--- config.mk ---
export PLATFORM = sky130hd
export DESIGN_NAME = opc_byte_serializer
export DESIGN_NICKNAME = d
export VERILOG_FILES = /design/src/rtl/risc_bus_pkg.sv /design/src/rtl/opc_ser_pend_buf.sv /design/src/rtl/opc_byte_serializer.sv
export SDC_FILE = /design/constraint.sdc
export NUM_CORES = 1
export LEC_CHECK = 0
export BUFFER_PORTS_ARGS = -buffer_cell sky130_fd_sc_hd__buf_4
export CAP_MARGIN = 0
export CORE_MARGIN = 3
export CORE_UTILIZATION = 45
export CTS_CLUSTER_DIAMETER = 80
export DETAILED_ROUTE_END_ITERATION = 8
export PLACE_DENSITY = 0.7
export SYNTH_ARGS = -nofsm -noshare
export SYNTH_HDL_FRONTEND = slang
export SYNTH_SLANG_ARGS = --single-unit
--- constraint.sdc ---
create_clock -name clk1 -period 3.26 [get_ports clk1]
set_input_delay 0.652 -clock clk1 [delete_from_list [all_inputs] [get_ports clk1]]
set_output_delay 0.652 -clock clk1 [all_outputs]
set_load 0.05 [all_outputs]
--- src/rtl/risc_bus_pkg.sv ---
// Shared widths and serializer state encodings for the opcode/address byte bus.
// Latency: n/a (declarations only).
// Backpressure: n/a.
package risc_bus_pkg;

    localparam int BYTE_W = 8;
    localparam int OPC_W  = 16;

    typedef enum logic [1:0] {
        S_IDLE = 2'd0,
        S_HI   = 2'd1,
        S_LO   = 2'd2,
        S_GAP  = 2'd3
    } ser_state_t;

endpackage

--- src/rtl/opc_ser_pend_buf.sv ---
// One-entry holding register for an instruction word waiting on the serializer.
// Latency: stored word visible on pend_word the cycle after the write.
// Backpressure: wr_ready low while full; rd_pop frees the slot on that edge.
module opc_ser_pend_buf
    import risc_bus_pkg::*;
(
    input  logic             clk1,
    input  logic             rst,
    input  logic             wr_valid,
    output logic             wr_ready,
    input  logic [OPC_W-1:0] wr_word,
    input  logic             rd_pop,
    output logic             pend_vld,
    output logic [OPC_W-1:0] pend_word
);

    assign wr_ready = !pend_vld;

    always_ff @(posedge clk1 or negedge rst) begin
        if (!rst) begin
            pend_vld  <= 1'b0;
            pend_word <= '0;
        end else if (rd_pop) begin
            pend_vld <= 1'b0;
        end else if (wr_valid && wr_ready) begin
            pend_vld  <= 1'b1;
            pend_word <= wr_word;
        end
    end

endmodule

--- src/rtl/opc_byte_serializer.sv ---
// Splits 16-bit {opcode, ir_addr} words into two bytes, high first, ena held across both.
// Latency: accept at edge N -> high byte in cycle N+1, low byte in N+2. Optional par via OPC_SER_PARITY_EN.
// Backpressure: wr_ready = !pend_vld; the byte side never stalls.
module opc_byte_serializer
    import risc_bus_pkg::*;
#(
    parameter int GAP_CYCLES = 1
) (
    input  logic              clk1,
    input  logic              rst,
    input  logic              wr_valid,
    output logic              wr_ready,
    input  logic [OPC_W-1:0]  wr_word,
    output logic              ena,
    output logic [BYTE_W-1:0] data,
    output logic              word_done,
    output logic              busy
`ifdef OPC_SER_PARITY_EN
    ,
    output logic              par
`endif
);

    localparam logic [3:0] GAP_LOAD = (GAP_CYCLES > 0) ? 4'(GAP_CYCLES - 1) : 4'd0;

    ser_state_t        state;
    logic [3:0]        gap_cnt;
    logic [BYTE_W-1:0] cur_lo;

    logic              pend_vld;
    logic [OPC_W-1:0]  pend_word;
    logic              accept;
    logic              word_avail;
    logic              take;
    logic              load;
    logic [OPC_W-1:0]  next_word;

    assign accept     = wr_valid && wr_ready;
    assign word_avail = pend_vld || accept;
    // Pending word always goes first so ordering is preserved.
    assign next_word  = pend_vld ? pend_word : wr_word;
    assign load       = take && word_avail;
    assign busy       = (state != S_IDLE) || pend_vld;

    always_comb begin
        take = 1'b0;
        case (state)
            S_IDLE:  take = 1'b1;
            S_LO:    take = (GAP_CYCLES == 0);
            S_GAP:   take = (gap_cnt == 4'd0);
            default: take = 1'b0;
        endcase
    end

    // A word arriving exactly when the FSM takes one bypasses the holding register.
    opc_ser_pend_buf u_pend (
        .clk1      (clk1),
        .rst       (rst),
        .wr_valid  (wr_valid && !take),
        .wr_ready  (wr_ready),
        .wr_word   (wr_word),
        .rd_pop    (take && pend_vld),
        .pend_vld  (pend_vld),
        .pend_word (pend_word)
    );

    always_ff @(posedge clk1 or negedge rst) begin
        if (!rst) begin
            state     <= S_IDLE;
            gap_cnt   <= 4'd0;
            cur_lo    <= '0;
            ena       <= 1'b0;
            data      <= '0;
            word_done <= 1'b0;
`ifdef OPC_SER_PARITY_EN
            par       <= 1'b0;
`endif
        end else begin
            word_done <= 1'b0;
            if (load) begin
                state  <= S_HI;
                ena    <= 1'b1;
                data   <= next_word[OPC_W-1:BYTE_W];
                cur_lo <= next_word[BYTE_W-1:0];
`ifdef OPC_SER_PARITY_EN
                par    <= ^next_word[OPC_W-1:BYTE_W];
`endif
            end else begin
                case (state)
                    S_HI: begin
                        state     <= S_LO;
                        data      <= cur_lo;
                        word_done <= 1'b1;
`ifdef OPC_SER_PARITY_EN
                        par       <= ^cur_lo;
`endif
                    end
                    S_LO: begin
                        ena <= 1'b0;
`ifdef OPC_SER_PARITY_EN
                        par <= 1'b0;
`endif
                        if (GAP_CYCLES == 0) begin
                            state <= S_IDLE;
                        end else begin
                            state   <= S_GAP;
                            gap_cnt <= GAP_LOAD;
                        end
                    end
                    S_GAP: begin
                        if (gap_cnt == 4'd0) state <= S_IDLE;
                        else                 gap_cnt <= gap_cnt - 4'd1;
                    end
                    default: state <= S_IDLE;
                endcase
            end
        end
    end

endmodule
# == After elaboration in Yosys (flattened, before gate mapping) ==
# Cells that the tools add are included.
# word_totals
regBits,41
word_cells,49
input_bits,19
# op_classes
n_mux,15
add_sub_neg,1
bitwise,2
n_reduce_logical,18
n_eq_ne,5
# op_table
operator,count
$mux W16,1
$mux W8,2
$reduce_bool A2 Y1,5
$pmux W4 S2,1
$mux W1,6
$pmux W2 S3,1
$logic_and A1 B1 Y1,5
$eq A2 B2 Y1 const B,2
$logic_not A4 Y1,1
$mux W2,2
$mux W4,1
$sub A4 B1 Y4 const B,1
$ne A3 B3 Y1 const B,1
$reduce_and A3 Y1,1
$eq A2 B1 Y1 const B,1
$logic_not A1 Y1,2
$logic_not A2 Y1,1
$logic_or A1 B1 Y1,2
$ne A2 B2 Y1 const B,1
$not A1 Y1,2
$pmux W1 S2,1
$reduce_and A2 Y1,1

# == Depth between registers and ports, before layout ==
# Gate-level depths: netlist of the first run.
# depth
depth_word,7
mapped_depth,7

# == Hierarchy ==
# From an unflattened synthesis of the first run, not the netlist that was laid out.
# unflattened
cells_unflattened,152
area_unflattened_um2,2100.8
# by_module_without_submodules
mod,instances,area_per_inst_um2,cells_per_inst
opc_byte_serializer,1,1450.1,114
opc_ser_pend_buf,1,650.6,38

# == Worst setup path before layout of the first run ==
# Ideal clock, no wire load.
# synth_timing
path_type,reg2out
startpoint,register u_pend.pend_vld
endpoint,output busy
slack_ns,0.910
stages_incl_launch_ff,5
arrival_ns,1.698
required_time_ns,2.608
cell_sequence,dfrtp_1 -> buf_2 -> buf_2 -> clkinv_1 -> nand2_1
# synth_between
elab_chain_len,1
# synth_lines
element,line_no,source
"start, declared",opc_ser_pend_buf.sv:13,"output logic pend_vld,"
"start signal, assigned",opc_ser_pend_buf.sv:21,pend_vld <= 1'b0;
"start signal, assigned",opc_ser_pend_buf.sv:24,pend_vld <= 1'b0;
"start signal, assigned",opc_ser_pend_buf.sv:26,pend_vld <= 1'b1;
$logic_or A1 B1 Y1,opc_byte_serializer.sv:43,assign busy = (state != S_IDLE) || pend_vld;
"end, declared",opc_byte_serializer.sv:17,output logic busy
# Every way passes these cells.

# == Final worst setup path of the first run ==
# layout_timing
startpoint,register state[1]
endpoint,output busy
# layout_between
elab_chain_len,2
# layout_lines
element,line_no,source
"start, declared",opc_byte_serializer.sv:26,ser_state_t state;
"start signal, assigned",opc_byte_serializer.sv:69,state <= S_IDLE;
"start signal, assigned",opc_byte_serializer.sv:81,state <= S_HI;
"start signal, assigned",opc_byte_serializer.sv:91,state <= S_LO;
$reduce_bool A2 Y1,opc_byte_serializer.sv:43,
$logic_or A1 B1 Y1,opc_byte_serializer.sv:43,
# Every way passes these cells.

==> out/metrics.yaml, run 1 <==
timing:
  fin_crit_ns: 2.54
  fmax_mhz: 394
  rsz0062_at_grt: "false"
  fin_skew_ns: 0.0147
  min_period_over_period_pct: 77.9
  setup_viol: 0
  tightestPinTransition_ns: 0.898
  drv_slew: 0
  hold_viol_final: 0
  slew_headroom_pct: 40.1
  timing.setup.tns_ns: 0
global_routing:
  grt_max_degree: 42
  antenna_found_initial: 0
  grt-ovfl-total: 0
  grt_pass1_wl_um: 10100
  track_usage_pct: 19.7
  grt_pass1_vias: 2056
synthesis:
  synth_cells: 251
  yosys_warnings: 0
  synth-edff-count: 0
  ys_ff_latch: 41
  synth_flop_cell: "dfrtp_1"
  seq_area_frac_synth_pct: 39.2
  synthArstFlopShare_pct: 100
  yosys.area.top_type: "dfrtp_1"
  syn_area_um2: 2620
  syn_area_per_cell_um2: 10.4
  netlist.area_leader.share_pct: 39.2
  synth_cell_types: 34
  synthesis.nets: 276
  synthTopCellsByArea: "dfrtp_1 (39%), mux2_2 (6.5%), and4b_1 (6.1%)"
final_layout:
  drive_gt1_share_pct: 23.1
  final_area_um2: 2950
  n_antenna_cell: 0
  syn_to_final_growth_pct: 12.6
  nets: 292
clock_network:
  clk_path_buf_depth: 2
  post_cts_buffers: 0
  post_cts_resize_count: 0
  ctsHoldBuffers: 0
  cts.sinks: 41
  cts_made_buffers: 5
  clk_pin_slew_ns: 0.08
  ctsHtreeMaxLevel: 2
  clk_latency_ns: 0.30
  root_buffer: "clkbuf_8"
  cts_tree: "done"
critical_path:
  reg2reg_depth: 5
  r2r-start: "state[1]$_DFFE_PN0P_"
  critPathCaptureType: "primary output"
  slowest_stage: "ha_1"
  critical_path_class: "flip-flop to primary output"
  ff2ff_setup_slack_ns: 0.99
  crit_path_start_kind: "flip-flop"
  crit_buf_inv: 2
  worst-endpoint-required_ns: 2.61
  cp_max_fo: 26
  crit_family: "adder cells"
  worstPathCellList: "inv_1, ha_1, nand2_1, buf_4"
  slowest_delay_ns: 0.74
  worstPathArrival_ns: 1.89
  r2r-end: "u_pend.pend_word[12]$_DFFE_PN0P_"
place:
  gp_congestion: 0.826
  hpwl_um: 4040
  placed_area_um2: 2850
  portBuffers: 30
detailed_routing:
  initialDrtViolationCount: 249
  firstDrtPassIters: 4
  drc: 0
  avgRoutedWirePerCell_um: 18.1
  antenna_left: 0
  via_per_inst: 6.19
  vias: 2106
  wl_um: 6160
floorplan:
  start_util_pct: 46.9
  die_x_um: 82.3
  die_area_um2: 6770
  core_area_um2: 5570
  ios: 31
  die_y_um: 82.3
  num_rows: 27
job:
  cap_violations: 0
power_and_ir_drop:
  leakage_nw: 1.31
  worst_ir_drop_vdd_mv: 0.706
  power_density_nw_per_um2: 1110
run_status:
  status: "finished clean"
hold_path:
  hold_path_class: "input port to async pin"
## synth_stat cells, drive strengths merged, types with 6 or more instances
| master | instances |
|---|---|
| a211oi | 16 |
| a22oi | 8 |
| and3b | 16 |
| and4b | 16 |
| buf | 9 |
| clkbuf | 16 |
| dfrtp | 41 |
| ha | 6 |
| inv | 7 |
| mux2 | 16 |
| mux2i | 9 |
| nand2 | 20 |
| nand3b | 16 |
| o22ai | 9 |
| o311ai | 16 |
## kinds of logic (layout without fill, tap and decap cells)
kind of cell	Yosys count	after routing	share of synthesized area, %
flops	41	41	39.2
mux	25	25	10.5
compound gates	66	66	19.8
buf+inv	33	50	5.60
fa+ha+maj	6	6	2.87
simple gates	80	80	22.0
## through the flow
step	instances	setup slack [ns]	total power, mW	utilization, %	hold WS (ns)
after CTS	340	0.706	3.30	52.9	0.356
final	340	0.720	3.28	52.9	0.333
after detailed placement	332	0.987	2.91	51.0	0.496
after global placement	332	1.04	2.87	51.0	0.489
after floorplan	251	0.910	2.46	-	0.356
after global routing	340	0.602	3.52	52.9	0.365
## how the worst max path moves through the flow
stage	slack, ns	depth (start not counted)	startpoint	to
detailed placement	0.99	5	state[0]$_DFFE_PN0P_	u_pend.pend_word[2]$_DFFE_PN0P_
finish	0.72	4	state[1]$_DFFE_PN0P_	busy
global route	0.60	4	state[1]$_DFFE_PN0P_	busy
global placement	1.04	4	state[0]$_DFFE_PN0P_	busy
floorplan	0.91	4	u_pend.pend_vld$_DFFE_PN0P_	busy
CTS	0.71	4	state[1]$_DFFE_PN0P_	busy
## sequential cells by signal, summed over array words and instances (netlist names)
| register | count |
|---|---|
| u_pend.pend_word | 16 |
| state | 2 |
| data | 8 |
| ena | 1 |
| cur_lo | 8 |
| word_done | 1 |
| gap_cnt | 4 |
| u_pend.pend_vld | 1 |
## per-layer routing
layer,vias up,GRT usage [%],part of all wire [%]
met2,43,31.1,45
met3,5,3.47,4.8
met1,1049,27.5,49
li1,1009,-,-
met4,0,5.65,0.99
met5,-,0,0
## area by class of cell
| class | instances | area (µm²) |
|---|---|---|
| fillers | 514 | 2630 |
| multi-input cells | 177 | 1440 |
| flip-flops and latches | 41 | 1030 |
| repair buffers | 34 | 255 |
| clock buffers | 7 | 96.3 |
| well taps | 72 | 90.1 |
| inverters | 8 | 30.0 |
| clock inverters | 1 | 5.00 |
## worst register-to-register path, delay by kind of cell (launching register included)
family                   cells  cell delay [ns]
adder cells (fa/ha/maj)      1             0.74
buffers and inverters        2             0.65
flip-flops                   1             0.42
AND/OR/NAND/NOR              1             0.16
AO/OA/AOI/OAI                1             0.13
## report_power, final
group | internal [mW] | switching [mW]
Clock | 0.192 | 0.179
Combinational | 0.826 | 1.13
Sequential | 0.755 | 0.190
Total | 1.77 | 1.50
## placed cells by master (no fill, tap or decap), types with 2 or more instances in the layout
cell,n
o21ba_2,2
dfrtp_1,41
a211o_1,3
o311ai_0,16
o22ai_1,9
mux2_2,15
nand2b_1,3
mux2i_1,9
buf_4,34
nand3b_1,16
a2111oi_0,4
and4b_1,16
ha_1,6
and3_1,2
clkbuf_8,7
a22oi_1,8
a211oi_1,16
inv_1,7
o21ai_0,4
and3b_1,16
nor2_1,3
nand2_1,20
Power figures use the tool's default switching activity.
==> inputs of run 2 (changes only) <==
Settings changed: ABC_AREA from default to 1, PLACE_DENSITY 0.7 to 0.71.
Clock period 3.26 ns to 2.7 ns, I/O delays scaled along.
==> out/metrics.yaml, run 2 <==
power_and_ir_drop:
  leakage_nw: 1.26
  power_density_nw_per_um2: 1310
  swShare_pct: 45.4
  fin_total_pwr_mw: 3.10
  p_int_mw: 1.69
  clockPowerShare_pct: 16.4
  pwr-share-seq_pct: 34.1
  power_frac_comb_pct: 49.5
  p_sw_mw: 1.41
  worst_ir_drop_vdd_mv: 0.610
hold_path:
  hold_path_class: "input port to async pin"
final_layout:
  top_register: "u_pend.pend_word"
  multiInputGateArea_um2: 822
  final_common_cell: "nand2_1"
  final_area_um2: 2370
  seq_area_um2: 1030
  drive_gt1_share_pct: 17.0
  final_util_pct: 56.5
  nets: 300
  syn_to_final_growth_pct: 16.1
  n_antenna_cell: 0
  final_cell_mix: "nand2_1 (72), dfrtp_1 (41), nand3_1 (36)"
  largest_registers: "u_pend.pend_word x16, cur_lo x8, data x8"
  fillers: 383
  largest_reg_flops: 16
clock_network:
  cts_tree: "done"
  post_cts_buffers: 0
  clk_pin_slew_ns: 0.07
  cts_made_buffers: 5
  clk_latency_ns: 0.29
  cts.sinks: 41
  ctsHoldBuffers: 0
  clk_path_buf_depth: 2
  root_buffer: "clkbuf_8"
  ctsHtreeMaxLevel: 2
  post_cts_resize_count: 0
critical_path:
  crit_path_start: "u_pend.pend_vld$_DFFE_PN0P_"
  worst-endpoint-required_ns: 2.16
  r2r-start: "state[1]$_DFFE_PN0P_"
  critPathCaptureType: "primary output"
  worstPathArrival_ns: 1.26
  critical_path_class: "flip-flop to primary output"
  crit_path_start_kind: "flip-flop"
  cp_max_fo: 34
  ff2ff_setup_slack_ns: 0.90
  r2r-end: "cur_lo[1]$_DFFE_PN0P_"
  reg2reg_depth: 7
synthesis:
  yosys_warnings: 0
  synthTopCellsByArea: "dfrtp_1 (50%), nand2_1 (13%), nand3_1 (8.8%)"
  netlist.area_leader.share_pct: 50.2
  synth_common_cells: "nand2_1 (72), dfrtp_1 (41), nand3_1 (36)"
  synth_most_common_cell: "nand2_1"
  yosys.area.top_type: "dfrtp_1"
  synth-edff-count: 0
  seq_area_frac_synth_pct: 50.2
  ys_ff_latch: 41
  synth_cells: 248
  synthArstFlopShare_pct: 100
  synthesis.nets: 273
  syn_area_um2: 2040
  synth_cell_types: 23
  syn_area_per_cell_um2: 8.24
  synth_flop_cell: "dfrtp_1"
run_status:
  status: "finished clean"
timing:
  setup_viol: 0
  drv_slew: 0
  slew_headroom_pct: 65.3
  fin_crit_ns: 1.80
  timing.setup.tns_ns: 0
  fin_ws_ns: 0.898
  hold_viol_final: 0
  rsz0062_at_grt: "false"
  tightestPinTransition_ns: 0.520
  fin_skew_ns: 0.00656
  fmax_mhz: 555
  min_period_over_period_pct: 66.7
detailed_routing:
  wl_um: 3960
  drc: 0
  avgRoutedWirePerCell_um: 12.2
  via_per_inst: 4.97
  firstDrtPassIters: 4
  initialDrtViolationCount: 125
  vias: 1621
  antenna_left: 0
floorplan:
  die_x_um: 73.4
  die_area_um2: 5380
  start_util_pct: 48.6
  ios: 31
  num_rows: 23
  die_y_um: 73.4
  core_area_um2: 4200
global_routing:
  track_usage_pct: 16.6
  antenna_found_initial: 0
  grt_pass1_vias: 1498
  grt_max_degree: 42
  grt-ovfl-total: 0
  grt_pass1_wl_um: 6780
place:
  preCtsSetupSlack_ns: 0.933
  portBuffers: 30
  hpwl_um: 2770
  gp_congestion: 0.820
  placed_area_um2: 2260
job:
  cap_violations: 0
==> run 2: critical path, stage by stage, from the launching register on <==
cell and delay, ns:
dfrtp_1 0.33, buf_4 0.29, inv_2 0.10, nand2_1 0.07
buf_4 0.19
==> run 2: cell families (layout without fill, tap and decap cells) <==
family | count (synthesis) | after routing | share of synthesized area (%)
and+or+nand+nor | 120 | 120 | 26.4
DFF | 41 | 41 | 50.2
buffers and inverters | 41 | 69 | 9.55
AOI/OAI and AO/OA | 39 | 39 | 9.74
adders and majority gates | 6 | 6 | 3.67
xor gates and xnor gates | 1 | 1 | 0.429
==> run 2: worst max path at each step <==
stage	slack [ns]	cells after the start	endpoint
final	0.90	4	busy
after global placement	0.99	7	cur_lo[2]$_DFFE_PN0P_
after global routing	0.72	7	cur_lo[0]$_DFFE_PN0P_
after floorplan	1.10	3	busy
after CTS	0.87	4	busy
after detailed placement	0.93	7	cur_lo[1]$_DFFE_PN0P_
==> run 2: power by group through the flow <==
stage          clock, mW  sequential [mW]  combinational [mW]
2_1_floorplan          0             1.25                1.05
3_5_place_dp           0             1.06                1.55
6_report           0.509             1.06                1.53
3_3_place_gp           0             1.05                1.52
5_1_grt            0.545             1.09                1.74
4_1_cts            0.522             1.06                1.56
==> run 2: metrics by stage <==
step                hold WS, ns  std cells
global placement          0.454        318
CTS                       0.238        326
global route              0.250        326
floorplan                 0.244        248
finish                    0.223        326
detailed placement        0.466        318
==> run 2: layer usage <==
layer | track usage, % | routed length, µm
met1 | 21.4 | 1870
met2 | 27.0 | 1910
met3 | 4.51 | 159
met4 | 5.43 | 24
met5 | 0 | 0
==> run 2: layout make-up <==
| cell class | count | area share, % |
|---|---|---|
| Clock buffer | 7 | 3.64 |
| Multi-Input combinational cell | 166 | 34.7 |
| Sequential cell | 41 | 43.2 |
| Tap cell | 50 | 2.64 |
| Clock inverter | 1 | 1.27 |
| Inverter | 30 | 4.75 |
| Timing Repair Buffer | 31 | 9.81 |
